<file path="src/rtl/instr_fetch_unit.sv">
// instr_fetch_unit: PC, req/ack instruction-memory fetch, prefetch FIFO and
// valid/ready delivery to the datapath, with branch redirect and flush.
`default_nettype none

module instr_fetch_unit #(
    parameter int                ADDR_W   = 8,
    parameter int                DEPTH    = 2,
    parameter logic [ADDR_W-1:0] RESET_PC = '0
) (
    input  logic              Clk,
    input  logic              Clr,
    output logic              mem_req,
    output logic [ADDR_W-1:0] mem_addr,
    input  logic              mem_ack,
    input  logic [31:0]       mem_rdata,
    output logic [31:0]       instruction,
    output logic [ADDR_W-1:0] instr_pc,
    output logic              instr_valid,
    input  logic              instr_ready,
    input  logic              branch_en,
    input  logic [ADDR_W-1:0] branch_target
);

    localparam int PTR_W = (DEPTH > 1) ? $clog2(DEPTH) : 1;
    localparam int CNT_W = $clog2(DEPTH + 1);

    localparam logic [CNT_W-1:0]  CNT_FULL  = CNT_W'(DEPTH);
    localparam logic [CNT_W-1:0]  CNT_LAST  = CNT_W'(DEPTH - 1);
    localparam logic [ADDR_W-1:0] PC_INIT   = {RESET_PC[ADDR_W-1:2], 2'b00};

    localparam logic [1:0] S_IDLE  = 2'd0;
    localparam logic [1:0] S_FETCH = 2'd1;
    localparam logic [1:0] S_DRAIN = 2'd2;

    logic [1:0]        r_state;
    logic [ADDR_W-1:0] r_pc;
    logic [ADDR_W-1:0] r_addr;
    logic [31:0]       r_data [DEPTH];
    logic [ADDR_W-1:0] r_tag  [DEPTH];
    logic [PTR_W-1:0]  r_rd;
    logic [PTR_W-1:0]  r_wr;
    logic [CNT_W-1:0]  r_count;

    logic [1:0]        w_state_n;
    logic [ADDR_W-1:0] w_pc_n;
    logic [ADDR_W-1:0] w_addr_n;
    logic              w_push;
    logic              w_pop;
    logic [CNT_W-1:0]  w_cnt_after_pop;
    logic [ADDR_W-1:0] w_target;
    logic [ADDR_W-1:0] w_pc_inc;
    logic              w_unused_tgt_bits;

    assign w_target          = {branch_target[ADDR_W-1:2], 2'b00};
    assign w_unused_tgt_bits = ^branch_target[1:0];
    assign w_pc_inc          = r_pc + ADDR_W'(4);
    assign w_pop             = instr_valid & instr_ready;
    assign w_cnt_after_pop   = r_count - CNT_W'(w_pop);

    // Room is judged after this cycle's pop so a draining full FIFO can
    // start the next fetch without waiting a cycle.
    always_comb begin
        w_state_n = r_state;
        w_pc_n    = r_pc;
        w_addr_n  = r_addr;
        w_push    = 1'b0;
        case (r_state)
            S_IDLE: begin
                if (branch_en) begin
                    w_pc_n    = w_target;
                    w_addr_n  = w_target;
                    w_state_n = S_FETCH;
                end else if (w_cnt_after_pop < CNT_FULL) begin
                    w_addr_n  = r_pc;
                    w_state_n = S_FETCH;
                end
            end
            S_FETCH: begin
                if (branch_en) begin
                    w_pc_n = w_target;
                    if (mem_ack) begin
                        w_addr_n  = w_target;
                        w_state_n = S_FETCH;
                    end else begin
                        w_state_n = S_DRAIN;
                    end
                end else if (mem_ack) begin
                    w_push    = 1'b1;
                    w_pc_n    = w_pc_inc;
                    w_addr_n  = w_pc_inc;
                    w_state_n = (w_cnt_after_pop < CNT_LAST) ? S_FETCH : S_IDLE;
                end
            end
            S_DRAIN: begin
                // mem_addr keeps the abandoned address until memory answers.
                w_pc_n = branch_en ? w_target : r_pc;
                if (mem_ack) begin
                    w_addr_n  = branch_en ? w_target : r_pc;
                    w_state_n = (branch_en || (w_cnt_after_pop < CNT_FULL)) ? S_FETCH : S_IDLE;
                end
            end
            default: begin
                w_state_n = S_IDLE;
            end
        endcase
    end

    always_ff @(posedge Clk) begin
        if (!Clr) begin
            r_state <= S_IDLE;
            r_pc    <= PC_INIT;
            r_addr  <= PC_INIT;
            r_rd    <= '0;
            r_wr    <= '0;
            r_count <= '0;
            for (int i = 0; i < DEPTH; i++) begin
                r_data[i] <= '0;
                r_tag[i]  <= '0;
            end
        end else begin
            r_state <= w_state_n;
            r_pc    <= w_pc_n;
            r_addr  <= w_addr_n;
            if (branch_en) begin
                r_rd    <= '0;
                r_wr    <= '0;
                r_count <= '0;
            end else begin
                if (w_push) begin
                    r_data[r_wr] <= mem_rdata;
                    r_tag[r_wr]  <= r_addr;
                    r_wr         <= r_wr + PTR_W'(1);
                end
                if (w_pop) begin
                    r_rd <= r_rd + PTR_W'(1);
                end
                r_count <= r_count + CNT_W'(w_push) - CNT_W'(w_pop);
            end
        end
    end

    assign mem_req     = (r_state != S_IDLE);
    assign mem_addr    = r_addr;
    assign instruction = r_data[r_rd];
    assign instr_pc    = r_tag[r_rd];
    assign instr_valid = (r_count != '0);

endmodule

`default_nettype wire
</file>
<file path="config.mk">
export PLATFORM = sky130hd
export DESIGN_NAME = instr_fetch_unit
export DESIGN_NICKNAME = d
export VERILOG_FILES = /design/src/rtl/instr_fetch_unit.sv
export SDC_FILE = /design/constraint.sdc
export NUM_CORES = 1
export LEC_CHECK = 0
export ABC_AREA = 1
export CORE_ASPECT_RATIO = 1.75
export CORE_MARGIN = 1
export CORE_UTILIZATION = 41
export CTS_CLUSTER_SIZE = 20
export DETAILED_ROUTE_END_ITERATION = 10
export GPL_TIMING_DRIVEN = 0
export PLACE_DENSITY = 0.69
export SLEW_MARGIN = 0
export SYNTH_ARGS = -nofsm -noshare
export SYNTH_HDL_FRONTEND = slang
export SYNTH_SLANG_ARGS = --single-unit
</file>
<file path="constraint.sdc">
create_clock -name Clk -period 7.3 [get_ports Clk]
set_input_delay 1.095 -clock Clk [delete_from_list [all_inputs] [get_ports Clk]]
set_output_delay 1.095 -clock Clk [all_outputs]
set_load 0.02 [all_outputs]
</file>
==> results_dict.tcl <==
set metrics [dict create \
    timing.hold.worst.class "reg2reg" \
    yosysUniqueCellTypes 27 \
    irDropWorstVdd_mv 0.1425 \
    sequentialPowerShare_pct 52.4 \
    final-max-slew-violation-count 0 \
    worst_setup_path_start_kind "input pin" \
    chipHeight_microns 143.9 \
    first_iter_violations 145 \
    final.period_utilization_pct 41.45 \
    criticalPathCategory "in2reg" \
    hold_end "r_pc[0]$_SDFFE_PN0P_" \
    drtAntennaViolNets 0 \
    power_switching_uw 309.6 \
    dp.final_hpwl_mm 7.545 \
    beginning_of_the_worst_hold_path "r_pc[0]$_SDFFE_PN0P_" \
    synthesis.area_per_instance_sq_um 10.02 \
    fin_setup_tns_ns 0 \
    vias_per_cell 4.875 \
    post-cts-setup-buffers 0 \
    post_synth_instance_area_sq_mm 0.004720 \
    total_placed_cells_including_tap_cells 697 \
    cap_viol_max_count 0 \
    drt-pass1-iter-count 4 \
    p_int_uw 972.7 \
    htreeDepth 3 \
    p_per_area_mw_per_mm2 210.0 \
    global_route_wire_length_before_repair_mm 16.45 \
    synth_mux_area_share_pct 9.544 \
    mappedNetlistNets 520 \
    core-area_sq_mm 0.01117 \
    synth-simple-area-share_pct 18.24 \
    slowest_stage "sky130_fd_sc_hd__clkdlybuf4s50_1" \
    comb_power_share_pct 14.7 \
    ctsResizeCount 0 \
    drc 0 \
    finish.net_count 625 \
    outcome "finished, final reports clean" \
    finalClockSkew_ns 0.009446 \
    achievable-frequency_mhz 330.5 \
    antennaDiodeCount 0 \
    worst_slew_margin_relative_to_its_limit_pct 73.15 \
    fp-row-count 51 \
    tritoncts "built" \
    yosysMostFrequentCell "sky130_fd_sc_hd__nor2_1" \
    ys.flop_type "sky130_fd_sc_hd__edfxtp_1" \
    cts.hold.buffers_added 0 \
    synthAdderAreaFrac_pct 1.060 \
    min_path_cells 2 \
    synthesis.instances 471 \
    fillers 978 \
    synth_top_family_by_area "simple AND/OR/NAND/NOR gates" \
    finish.cell_count_without_fillers 712 \
    async_reset_ff_share_pct 0 \
    clock_sink_count 103 \
    global_route.overflow_total 0 \
    die-width_microns 83.11 \
    required_ns 7.34 \
    grt_util_all_layers_pct 17.59 \
    clock_power_share_pct 32.8 \
    routabilityCongestion 0.8869 \
    crit_family "buffers and inverters" \
    p_leak_uw 0.002555 \
    r2r_start "r_state[0]$_SDFFE_PN0P_" \
    power_uw 1282 \
    crit_path_max_fanout 27 \
    timing.critical_path.cells "clkdlybuf4s50_1 > inv_1 > nor2_1 > nand2_1 > buf_2 > nand2_2 > buf_12" \
    synth.top_cells.by_count "sky130_fd_sc_hd__nor2_1, sky130_fd_sc_hd__edfxtp_1, sky130_fd_sc_hd__nand2_1" \
    final_hold_viol_count 0 \
    synth_enable_flop_cells 80 \
    synth_top_area_cell "sky130_fd_sc_hd__edfxtp_1" \
    yosysWarningCount 0 \
    detail_route.wl_per_cell_microns 14.18 \
    buffer_ports.inserted 92 \
    synth.ff_latch_count 103 \
    die_area_sq_mm 0.01196 \
    timing.critical_path.to_type "flop" \
    placement.cell_area_sq_mm 0.005851 \
    seqCellArea_sq_mm 0.002863 \
    synth_top_area_share_pct 50.90 \
    grt_antenna_before_repair 0 \
    first_global_vias 3607 \
    critical-path-max-stage-delay_ns 0.59 \
    number_of_cells_on_the_worst_reg_to_reg_path 9 \
    p_sw_share_pct 24.14 \
    path_buf_inv 4 \
    layout-drive-gt1-share_pct 15.17 \
    setup_viol_count_final 0 \
    cts-root-buf "sky130_fd_sc_hd__clkbuf_16" \
    grt_setup_unrepaired "no" \
    synthTopCellsByArea "sky130_fd_sc_hd__edfxtp_1, sky130_fd_sc_hd__dfxtp_1, sky130_fd_sc_hd__mux2_2, sky130_fd_sc_hd__nor2_1, sky130_fd_sc_hd__nand2_1" \
    multiInputGateArea_sq_mm 0.001528 \
    floorplan.initialDensity_pct 42.26 \
    grt_start_max_net_pins 34 \
    design.portCount 95 \
    period_needed_ns 3.026 \
    vias 3471 \
    synth_compound_gate_area_share_pct 3.234 \
    destination_of_the_worst_register_to_register_timing_path "r_tag[1][4]$_SDFFCE_PN0P_" \
    worst_setup_hold_path_clk_slew_ns 0.06 \
    transition_time_at_the_pin_with_the_least_slew_margin_ns 0.4014 \
    route.final.wire_length_mm 10.10 \
    synth_xor_xnor_area_share_pct 0.1856 \
    critical_path_arrival_ns 3.06 \
    flow.area_growth_from_synthesis_pct 29.37 \
    clock_tree.buffer_depth 2 \
    stdcell_area_sq_mm 0.006106 \
    register_area_share_after_synthesis_pct 60.66 \
    worst_skew_pair_later_pin_latency_ns 0.34 \
    cts-buffers-inserted 9 \
    r2r_slack_ns 5.15 \
]
-- cell type report --
cell class / count / area share, %
plain buffers: 18 / 1.660
clock buffers: 10 / 3.750
clock inverters: 5 / 0.4303
inverters: 62 / 3.811
multi-input cells: 288 / 25.02
flip-flops and latches: 103 / 46.89
well taps: 132 / 2.705
repair buffers: 94 / 15.74
-- cells by family after synthesis --
kind of cell             count (synthesis)
AND/OR/NAND/NOR                        215
adder cells (fa/ha/maj)                  4
XOR/XNOR                                 1
multiplexers                            40
flip-flops                             103
AO/OA/AOI/OAI                           28
buffers and inverters                   80
-- state kept, by name, summed over array words and instances, names as in the netlist, named ones only --
register / cells
mem_addr: 8
r_count: 2
r_data: 64
r_pc: 8
r_rd: 1
r_state: 2
r_tag: 16
r_wr: 1
-- power groups by stage --
stage / sequential (uW) / combinational [uW] / clock, uW
final: 672 / 189 / 421
after floorplan: 687 / 98.9 / 0
after CTS: 673 / 191 / 429
after detailed placement: 685 / 190 / 0
after global routing: 675 / 206 / 448
after global placement: 685 / 185 / 0
-- per-stage QoR --
step	hold slack, ns	setup slack, ns	utilization [%]
floorplan	0.4151	4.427	-
global placement	0.4224	3.036	51.99
detailed placement	0.4305	3.875	52.39
CTS	0.4395	4.242	54.68
global route	0.4589	4.124	54.68
finish	0.4363	4.274	54.68
-- worst min-delay path, stage by stage (launching register included) --
cell	delay [ns]
sky130_fd_sc_hd__dfxtp_1	0.31
sky130_fd_sc_hd__nand2_1	0.05
sky130_fd_sc_hd__nor2_1	0.04
-- routing by layer --
metal | vias up | share of wire [%] | GRT usage, %
met5 | - | 0 | 0
met4 | 0 | 1.3 | 6.171
met3 | 10 | 3.5 | 3.331
met2 | 82 | 56 | 34.86
met1 | 1645 | 39 | 18.13
li1 | 1734 | - | -
-- cells in the final DEF (no fill, tap or decap), types with 2 or more instances in the layout --
cell type	instances
sky130_fd_sc_hd__clkinv_2	2
sky130_fd_sc_hd__inv_1	58
sky130_fd_sc_hd__mux2_2	40
sky130_fd_sc_hd__buf_2	15
sky130_fd_sc_hd__ha_1	4
sky130_fd_sc_hd__nor2_1	119
sky130_fd_sc_hd__inv_2	4
sky130_fd_sc_hd__a21oi_1	10
sky130_fd_sc_hd__o21ai_0	12
sky130_fd_sc_hd__or2_2	2
sky130_fd_sc_hd__clkdlybuf4s50_1	92
sky130_fd_sc_hd__buf_12	2
sky130_fd_sc_hd__nand2_1	72
sky130_fd_sc_hd__clkinv_1	2
sky130_fd_sc_hd__buf_4	2
sky130_fd_sc_hd__nand2_2	6
sky130_fd_sc_hd__nand3_1	11
sky130_fd_sc_hd__clkbuf_16	9
sky130_fd_sc_hd__edfxtp_1	80
sky130_fd_sc_hd__dfxtp_1	23
sky130_fd_sc_hd__nor3_1	2
-- how the worst max path moves through the flow --
stage / start / end / slack (ns) / depth (start not counted)
after floorplan: branch_en / r_data[1][0]$_SDFFCE_PN0P_ / 4.43 / 6
after global placement: Clr / r_data[1][6]$_SDFFCE_PN0P_ / 3.04 / 6
after detailed placement: Clr / r_data[1][1]$_SDFFCE_PN0P_ / 3.87 / 7
after CTS: Clr / r_data[1][26]$_SDFFCE_PN0P_ / 4.24 / 7
after global routing: Clr / r_data[1][26]$_SDFFCE_PN0P_ / 4.12 / 7
final: Clr / r_tag[1][4]$_SDFFCE_PN0P_ / 4.27 / 7
Power figures use the tool's default switching activity.
